$ cat config.mk
export PLATFORM = sky130hd
export DESIGN_NAME = stack_frame_controller
export DESIGN_NICKNAME = d
export VERILOG_FILES = /design/src/rtl/stack_frame_controller_pkg.sv /design/src/rtl/stack_frame_controller_frame_lifo.sv /design/src/rtl/stack_frame_controller.sv
export SDC_FILE = /design/constraint.sdc
export NUM_CORES = 1
export LEC_CHECK = 0
export CAP_MARGIN = 30
export CORE_MARGIN = 1
export CORE_UTILIZATION = 35
export CTS_CLUSTER_SIZE = 24
export DETAILED_ROUTE_END_ITERATION = 7
export PLACE_DENSITY = 0.69
export SLEW_MARGIN = 5
export SYNTH_ARGS = -nofsm -noshare
export SYNTH_HDL_FRONTEND = slang
export SYNTH_SLANG_ARGS = --single-unit
$ cat constraint.sdc
create_clock -name clk -period 4.64 [get_ports clk]
set_input_delay 0.696 -clock clk [delete_from_list [all_inputs] [get_ports clk]]
set_output_delay 0.696 -clock clk [all_outputs]
set_load 0.03 [all_outputs]
$ cat src/rtl/stack_frame_controller_pkg.sv
// Shared encodings for the stack frame controller: command, SuperStack op,
// error code and FSM state types.
package stack_frame_controller_pkg;

    typedef enum logic [2:0] {
        CMD_NOP     = 3'd0,
        CMD_PUSH    = 3'd1,
        CMD_POP     = 3'd2,
        CMD_REPLACE = 3'd3,
        CMD_CALL    = 3'd4,
        CMD_RETURN  = 3'd5
    } cmd_e;

    // Same encodings as the SuperStack op input
    typedef enum logic [1:0] {
        STK_NONE    = 2'd0,
        STK_PUSH    = 2'd1,
        STK_POP     = 2'd2,
        STK_REPLACE = 2'd3
    } stk_op_e;

    typedef enum logic [2:0] {
        ERR_NONE            = 3'd0,
        ERR_OVERFLOW        = 3'd1,
        ERR_UNDERFLOW       = 3'd2,
        ERR_FRAME_OVERFLOW  = 3'd3,
        ERR_FRAME_UNDERFLOW = 3'd4
    } err_e;

    typedef enum logic [1:0] {
        ST_IDLE     = 2'd0,
        ST_RET_DROP = 2'd1,
        ST_RET_FIN  = 2'd2
    } state_e;

endpackage

$ cat src/rtl/stack_frame_controller_frame_lifo.sv
// FRAMES-deep LIFO holding the caller underflow limits saved by CALL.
module stack_frame_controller_frame_lifo #(
    parameter int FRAMES = 4,
    parameter int EW     = 2
) (
    input  logic          clk,
    input  logic          reset,
    input  logic          push,
    input  logic          pop,
    input  logic [EW-1:0] din,
    output logic          full,
    output logic          empty,
    output logic [EW-1:0] top
);

    localparam int CW = $clog2(FRAMES + 1);

    logic [EW-1:0] mem_q [FRAMES];
    logic [CW-1:0] cnt_q;

    assign full  = (cnt_q == CW'(FRAMES));
    assign empty = (cnt_q == '0);

    always_comb begin
        top = '0;
        for (int i = 0; i < FRAMES; i++) begin
            if (CW'(i + 1) == cnt_q) top = mem_q[i];
        end
    end

    always_ff @(posedge clk or posedge reset) begin
        if (reset) begin
            cnt_q <= '0;
            for (int i = 0; i < FRAMES; i++) mem_q[i] <= '0;
        end else if (push && !full) begin
            for (int i = 0; i < FRAMES; i++) begin
                if (CW'(i) == cnt_q) mem_q[i] <= din;
            end
            cnt_q <= cnt_q + CW'(1);
        end else if (pop && !empty) begin
            cnt_q <= cnt_q - CW'(1);
        end
    end

endmodule

$ cat src/rtl/stack_frame_controller.sv
// Drives SuperStack op/data/underflow_limit: forwards plain stack commands in the
// accept cycle and sequences WebAssembly CALL/RETURN frame changes.
module stack_frame_controller
    import stack_frame_controller_pkg::*;
#(
    parameter int WIDTH  = 8,
    parameter int DEPTH  = 1,
    parameter int FRAMES = 4
) (
    input  logic             clk,
    input  logic             reset,
    input  logic [2:0]       cmd,
    input  logic             cmd_valid,
    output logic             cmd_ready,
    input  logic [WIDTH-1:0] cmd_data,
    input  logic [DEPTH:0]   cmd_args,
    input  logic             cmd_results,
    output logic [1:0]       stk_op,
    output logic [WIDTH-1:0] stk_data,
    output logic [DEPTH:0]   underflow_limit,
    input  logic [WIDTH-1:0] stk_tos,
    output logic [DEPTH:0]   index,
    output logic             err,
    output logic [2:0]       err_code
);

    // state       | meaning
    // ST_IDLE     | accepting commands; plain ops forwarded combinationally
    // ST_RET_DROP | RETURN: popping callee operands down to the callee limit
    // ST_RET_FIN  | RETURN: restore caller limit, re-push result if any

    localparam int IW = DEPTH + 1;
    localparam logic [IW-1:0] CAP = '1;

    state_e           state_q;
    logic [IW-1:0]    index_q;
    logic [IW-1:0]    limit_q;
    logic [WIDTH-1:0] result_q;
    logic             res_flag_q;
    logic             err_q;
    err_e             err_code_q;

    cmd_e             cmd_t;
    err_e             rej;
    logic             accept;
    logic             ok;
    logic [IW-1:0]    avail;
    logic [IW-1:0]    index_inc;
    logic [IW-1:0]    index_dec;
    logic             frame_full;
    logic             frame_empty;
    logic [IW-1:0]    frame_top;

    assign cmd_t     = cmd_e'(cmd);
    assign accept    = cmd_valid && (state_q == ST_IDLE) && !reset;
    assign ok        = accept && (rej == ERR_NONE);
    // index never drops below limit, so this difference cannot wrap
    assign avail     = index_q - limit_q;
    assign index_inc = index_q + IW'(1);
    assign index_dec = index_q - IW'(1);

    always_comb begin
        rej = ERR_NONE;
        case (cmd_t)
            CMD_PUSH: begin
                if (index_q == CAP) rej = ERR_OVERFLOW;
            end
            CMD_POP, CMD_REPLACE: begin
                if (index_q == limit_q) rej = ERR_UNDERFLOW;
            end
            CMD_CALL: begin
                if (frame_full)             rej = ERR_FRAME_OVERFLOW;
                else if (cmd_args > avail)  rej = ERR_UNDERFLOW;
            end
            CMD_RETURN: begin
                if (frame_empty)                            rej = ERR_FRAME_UNDERFLOW;
                else if (cmd_results && index_q == limit_q) rej = ERR_UNDERFLOW;
            end
            default: ;
        endcase
    end

    always_comb begin
        stk_op   = STK_NONE;
        stk_data = '0;
        case (state_q)
            ST_IDLE: begin
                if (ok) begin
                    case (cmd_t)
                        CMD_PUSH: begin
                            stk_op   = STK_PUSH;
                            stk_data = cmd_data;
                        end
                        CMD_POP: stk_op = STK_POP;
                        CMD_REPLACE: begin
                            stk_op   = STK_REPLACE;
                            stk_data = cmd_data;
                        end
                        default: ;
                    endcase
                end
            end
            ST_RET_DROP: stk_op = STK_POP;
            ST_RET_FIN: begin
                if (res_flag_q) begin
                    stk_op   = STK_PUSH;
                    stk_data = result_q;
                end
            end
            default: ;
        endcase
    end

    stack_frame_controller_frame_lifo #(
        .FRAMES (FRAMES),
        .EW     (IW)
    ) u_frame_lifo (
        .clk   (clk),
        .reset (reset),
        .push  (ok && cmd_t == CMD_CALL),
        .pop   (state_q == ST_RET_FIN),
        .din   (limit_q),
        .full  (frame_full),
        .empty (frame_empty),
        .top   (frame_top)
    );

    always_ff @(posedge clk or posedge reset) begin
        if (reset) begin
            state_q    <= ST_IDLE;
            index_q    <= '0;
            limit_q    <= '0;
            result_q   <= '0;
            res_flag_q <= 1'b0;
            err_q      <= 1'b0;
            err_code_q <= ERR_NONE;
        end else begin
            err_q      <= 1'b0;
            err_code_q <= ERR_NONE;
            case (state_q)
                ST_IDLE: begin
                    if (accept && rej != ERR_NONE) begin
                        err_q      <= 1'b1;
                        err_code_q <= rej;
                    end else if (ok) begin
                        case (cmd_t)
                            CMD_PUSH: index_q <= index_inc;
                            CMD_POP:  index_q <= index_dec;
                            CMD_CALL: limit_q <= index_q - cmd_args;
                            CMD_RETURN: begin
                                result_q   <= stk_tos;
                                res_flag_q <= cmd_results;
                                state_q    <= (index_q > limit_q) ? ST_RET_DROP : ST_RET_FIN;
                            end
                            default: ;
                        endcase
                    end
                end
                ST_RET_DROP: begin
                    index_q <= index_dec;
                    if (index_dec == limit_q) state_q <= ST_RET_FIN;
                end
                ST_RET_FIN: begin
                    limit_q <= frame_top;
                    if (res_flag_q) index_q <= index_inc;
                    state_q <= ST_IDLE;
                end
                default: state_q <= ST_IDLE;
            endcase
        end
    end

    assign cmd_ready       = (state_q == ST_IDLE);
    assign underflow_limit = limit_q;
    assign index           = index_q;
    assign err             = err_q;
    assign err_code        = err_code_q;

endmodule

Word-level counts from Yosys, hierarchy flattened
Cells that the tools add are included.

storage, ports and cells
  flip-flop bits (word level) = 30
  bits in latches = 0
  memory bits (writable) = 0
  memory bits (read-only) = 0
  output and inout port bits = 19
  logic and storage cells = 111
  memories kept = 0

operators by class
  $add $sub $neg = 6
  multipliers = 0
  div/mod/pow operators = 0
  $lt $le $gt $ge = 2
  eq/ne operators = 22
  shifts and indexed selects = 0
  mux-type cells = 40
  bitwise gates (word level) = 1
  reduce and logical (&&, ||, !) cells = 28

operators with widths
  operator              number
  $mux W2               20
  $mux W8               3
  $pmux W2 S3           3
  $pmux W8 S2           1
  $mux W3               5
  $pmux W2 S2           3
  $pmux W3 S4           1
  $reduce_and A4 Y1     3
  $eq A3 B3 Y1 const B  3
  $logic_and A1 B1 Y1   8
  $reduce_and A2 Y1     4
  $eq A2 B3 Y1 const A  2
  $eq A3 B2 Y1 const B  2
  $logic_not A3 Y1      2
  $ne A2 B1 Y1 const B  3
  $ne A2 B2 Y1 const B  3
  $reduce_bool A3 Y1    2
  $reduce_and A5 Y1     1
  $eq A2 B2 Y1          2
  $eq A2 B2 Y1 const B  2
  $gt A2 B2 Y1          2
  $mux W1               4
  $reduce_bool A2 Y1    2
  $reduce_or A2 Y1      2
  13 further kinds      16

Logic depth before layout (Yosys ltp)
  depth in word-level cells = 10
  depth in mapped cells = 12

Modules after synthesis
A second synthesis with hierarchy kept.

second synthesis, totals
  cells, all modules = 202
  area, all modules = 2155.8 um^2

by module, submodules not included
  module                             instances  cells each  area an instance (um^2)  seq. area each (um^2)
  stack_frame_controller             1          135         1445.1                   475.5
  stack_frame_controller_frame_lifo  1          67          710.7                    275.3

Worst setup path after synthesis
OpenSTA, ideal clock, no wires.

  kind = reg2out
  from = register limit_q[0] (netlist: underflow_limit[0])
  to = output port stk_op[0]
  data arrival time = 3297 ps
  path slack = 647 ps
  cell stages (with the launch flop) = 11
  buffers on the path = 0
  cell sequence = dfrtp_1 -> ha_1 -> inv_1 -> fa_1 -> inv_1 -> ha_1 -> a211o_1 -> a2111o_2 -> nor3b_2 -> nor2_1 -> nor2_1

between the ends
  longest elaborated chain between the ends = 9
  elaborated cells between the ends (all ways) = 14

RTL lines
  element                                                     line                                                                                      source
  from (decl)                                                 stack_frame_controller.sv:37                                                              logic [IW-1:0] limit_q;
  from (signal assigned)                                      stack_frame_controller.sv:149                                                             CMD_CALL: limit_q <= index_q - cmd_args;
  from (signal assigned)                                      stack_frame_controller.sv:164                                                             limit_q <= frame_top;
  $sub A2 B2 Y2 / $eq A2 B2 Y1 (equally long branches)        stack_frame_controller.sv:58, stack_frame_controller.sv:69, stack_frame_controller.sv:77
  $gt A2 B2 Y1 / $logic_and A1 B1 Y1 (equally long branches)  stack_frame_controller.sv:73, stack_frame_controller.sv:77
  $mux W2, on equally long branches                           stack_frame_controller.sv:73, stack_frame_controller.sv:77
  $mux W2 / $mux W3 (equally long branches)                   stack_frame_controller.sv:72, stack_frame_controller.sv:76
  $pmux W3 S4 (*)                                             stack_frame_controller.sv:64                                                              case (cmd_t)
  $logic_not A3 Y1 (*)                                        stack_frame_controller.sv:56                                                              assign ok = accept && (rej == ERR_NONE);
  $logic_and A1 B1 Y1 (*)                                     stack_frame_controller.sv:56
  $mux W2 (*)                                                 stack_frame_controller.sv:88                                                              if (ok) begin
  $pmux W2 S3 (*)                                             stack_frame_controller.sv:86                                                              case (state_q)
  to (decl)                                                   stack_frame_controller.sv:18                                                              output logic [1:0] stk_op,

Every way passes the cells marked *; elsewhere a longest branch is shown, timed or not.

Worst setup path after layout
  from = register limit_q[0] (netlist: underflow_limit[0])
  to = output port stk_op[1]

The elaborated chain is that of the path after synthesis.

==> flow_metrics.env <==
export IMPL_cts_sinks=30
export IMPL_syn_avg_cell_area_um2=10.6
export IMPL_multi_input_area_um2=1100
export IMPL_finalNetCount=273
export IMPL_drive_gt1_share_pct=20.7
export IMPL_postCtsSetupBuffers=0
export IMPL_power_density_nw_per_um2=596
export IMPL_worstSetupEndpointType="primary output"
export IMPL_wire_per_inst_um=14.1
export IMPL_ys_async_sr_fraction_pct=100
export IMPL_start_util_pct=37.3
export IMPL_holdWs_ns=0.511
export IMPL_ys_ff_latch=30
export IMPL_seqCellArea_um2=751
export IMPL_insertion_delay_ns=0.28
export IMPL_synth_yosys_seq_area_share_pct=38.2
export IMPL_cts_max_level=2
export IMPL_setup_viol=0
export IMPL_initialDrtViolationCount=80
export IMPL_cts_resized_gates=0
export IMPL_grt_overflow_total=0
export IMPL_drc_errors=0
export IMPL_ys_top_cells_by_area="dfrtp_1 (38%), ha_1 (10%), mux2_2 (8.0%), mux2_4 (4.6%), a22o_1 (3.6%)"
export IMPL_worstMarginPinSlew_ns=0.619
export IMPL_tns_ns=0
export IMPL_worstReg2RegStart="underflow_limit[0]"
export IMPL_fmax_ghz=0.232
export IMPL_hpwl_um=3280
export IMPL_syn_inst=186
export IMPL_ant_nets=0
export IMPL_synth_warnings=0
export IMPL_holdCritPathClass="register to register"
export IMPL_outcome="finished, final reports clean"
export IMPL_path_class="register to primary output"
export IMPL_leakagePower_nw=1.13
export IMPL_port_buffers=43
export IMPL_cp_arrival_ns=3.61
export IMPL_ff2ff_setup_slack_ns=1.21
export IMPL_antennaDiodeCount=0
export IMPL_die_area_um2=5920
export IMPL_syn_area_um2=1970
export IMPL_cts_tree="built"
export IMPL_gp_congestion=0.829
export IMPL_maxCapViolCount=0
export IMPL_reg2reg_to="result_q[2]"
export IMPL_die_x_um=76.9
export IMPL_final_fill_count=500
export IMPL_yosys_area_top_type="dfrtp_1"
export IMPL_area_delta_synth_final_pct=28.6
export IMPL_grt_max_degree=31
export IMPL_synth_top_area_share_pct=38.2
export IMPL_synth_ff_type="dfrtp_1"
export IMPL_cp_max_fo=7
export IMPL_dp_slack_ns=0.623
export IMPL_period_needed_ns=4.31
export IMPL_yosysUniqueCellTypes=45
export IMPL_drtPass1Iterations=4
export IMPL_hp_start="result_q[6]"
export IMPL_rows=26
export IMPL_grt_pass1_wl_um=7630
export IMPL_slew_viol_final=0
export IMPL_first_global_vias=1548
export IMPL_cts_made_buffers=5
export IMPL_hold_viol=0
export IMPL_clockBufferDepth=2
export IMPL_core_um2=5270
export IMPL_finalCritPeriodShare_pct=92.8
export IMPL_die_h_um=76.9
export IMPL_cp_required_ns=3.94
export IMPL_synth_nets=228
export IMPL_start_kind="register"
export IMPL_antenna_found_initial=0
export IMPL_path_clk_slew_ns=0.06
export IMPL_rsz0062_at_grt="false"
export IMPL_setup_slack_ns=0.335
export IMPL_vias_per_cell=5.02
export IMPL_gr_usage_all_layers_pct=16.4
export IMPL_root_buffer="clkbuf_8"
export IMPL_hold_buffers=0
export IMPL_synth_edf_count=0
export IMPL_io_pins=44
export IMPL_ir_drop_v=0.000217
export IMPL_relSlewSlack_pct=58.6
export IMPL_worstHoldEndpoint="result_q[6]"
export IMPL_drt_total_wl_um=4260
export IMPL_reg2reg_depth=9
export IMPL_skew_ns=0.00346
export IMPL_hold_depth=1
export IMPL_vias=1517
state kept, by name, indices dropped and copies added, names as in the netlist:
signal and count:
err_code 3, result_q 8, state_q 2, u_frame_lifo.mem_q 8
res_flag_q 1, underflow_limit 2, err 1, index 2
u_frame_lifo.cnt_q 3
how the worst max path moves through the flow:
stage,from,to,cells after the start
2_1_floorplan,underflow_limit[0],stk_op[0],10
3_3_place_gp,underflow_limit[0],stk_op[1],9
3_5_place_dp,underflow_limit[0],stk_op[1],9
4_1_cts,underflow_limit[0],stk_data[3],10
5_1_grt,underflow_limit[0],stk_data[5],10
6_report,underflow_limit[0],stk_op[1],9
where the power goes:
| part | total [W] | switching (W) | internal, W |
|---|---|---|---|
| registers | 0.000448 | 0.0000915 | 0.000357 |
| logic | 0.000814 | 0.000445 | 0.000369 |
| clock network | 0.000246 | 0.0000964 | 0.000150 |
| total | 0.00151 | 0.000632 | 0.000875 |
metal layers:
layer	track usage [%]	vias up	part of all wire (%)
met4	6.35	0	1.5
met2	24.7	38	44
met5	0	-	0
met3	5.36	5	5.3
li1	-	758	-
met1	21.6	716	49
cell usage in the layout (no fill, tap or decap), drive strengths merged, types with 6 or more instances in the layout:
cell type,instances
clkdlybuf4s50,34
dfrtp,30
mux2,20
inv,16
ha,16
nand2,15
buf,10
nor2,10
a21oi,9
o21ai,8
a22o,8
clkbuf,8
nand3,6
worst max-delay path: stages (launching register included):
cell	delay, ns
dfrtp_1	0.48
ha_1	0.19
inv_1	0.05
fa_1	0.48
inv_1	0.04
ha_1	0.29
a211o_1	0.31
a2111o_2	0.56
o31ai_1	0.21
clkdlybuf4s50_1	0.72
layout make-up:
| type | count | share of cell area, % |
|---|---|---|
| Sequential cell | 30 | 29.7 |
| Multi-Input combinational cell | 134 | 43.7 |
| Inverter | 16 | 2.38 |
| Tap cell | 70 | 3.46 |
| Timing Repair Buffer | 44 | 16.4 |
| Clock buffer | 8 | 4.35 |
cell usage after synthesis, types with 4 or more instances:
master    count
dfrtp_1      30
mux2_2       14
a21oi_1       9
mux2_4        6
ha_1         16
nor2_1        8
a22o_1        8
nand3_1       5
xnor2_1       4
inv_1        16
nand3b_1      4
nand2_1      13
o21ai_0       8
logic make-up after synthesis:
family	share of synthesized area, %
adders and majority gates	11.2
buffers and inverters	5.60
DFF	38.2
xor gates and xnor gates	2.67
and+or+nand+nor	13.6
muxes	12.6
AOI/OAI and AO/OA	16.1
per-stage QoR:
stage	power, W	cell area (µm²)	cells	utilization (%)
2_1_floorplan	0.00103	1970	186	-
3_5_place_dp	0.00127	2420	294	45.9
6_report	0.00151	2530	302	48.0
4_1_cts	0.00152	2530	302	48.0
3_3_place_gp	0.00125	2420	294	45.9
5_1_grt	0.00164	2530	302	48.0
(Power assumes the default switching activity.)
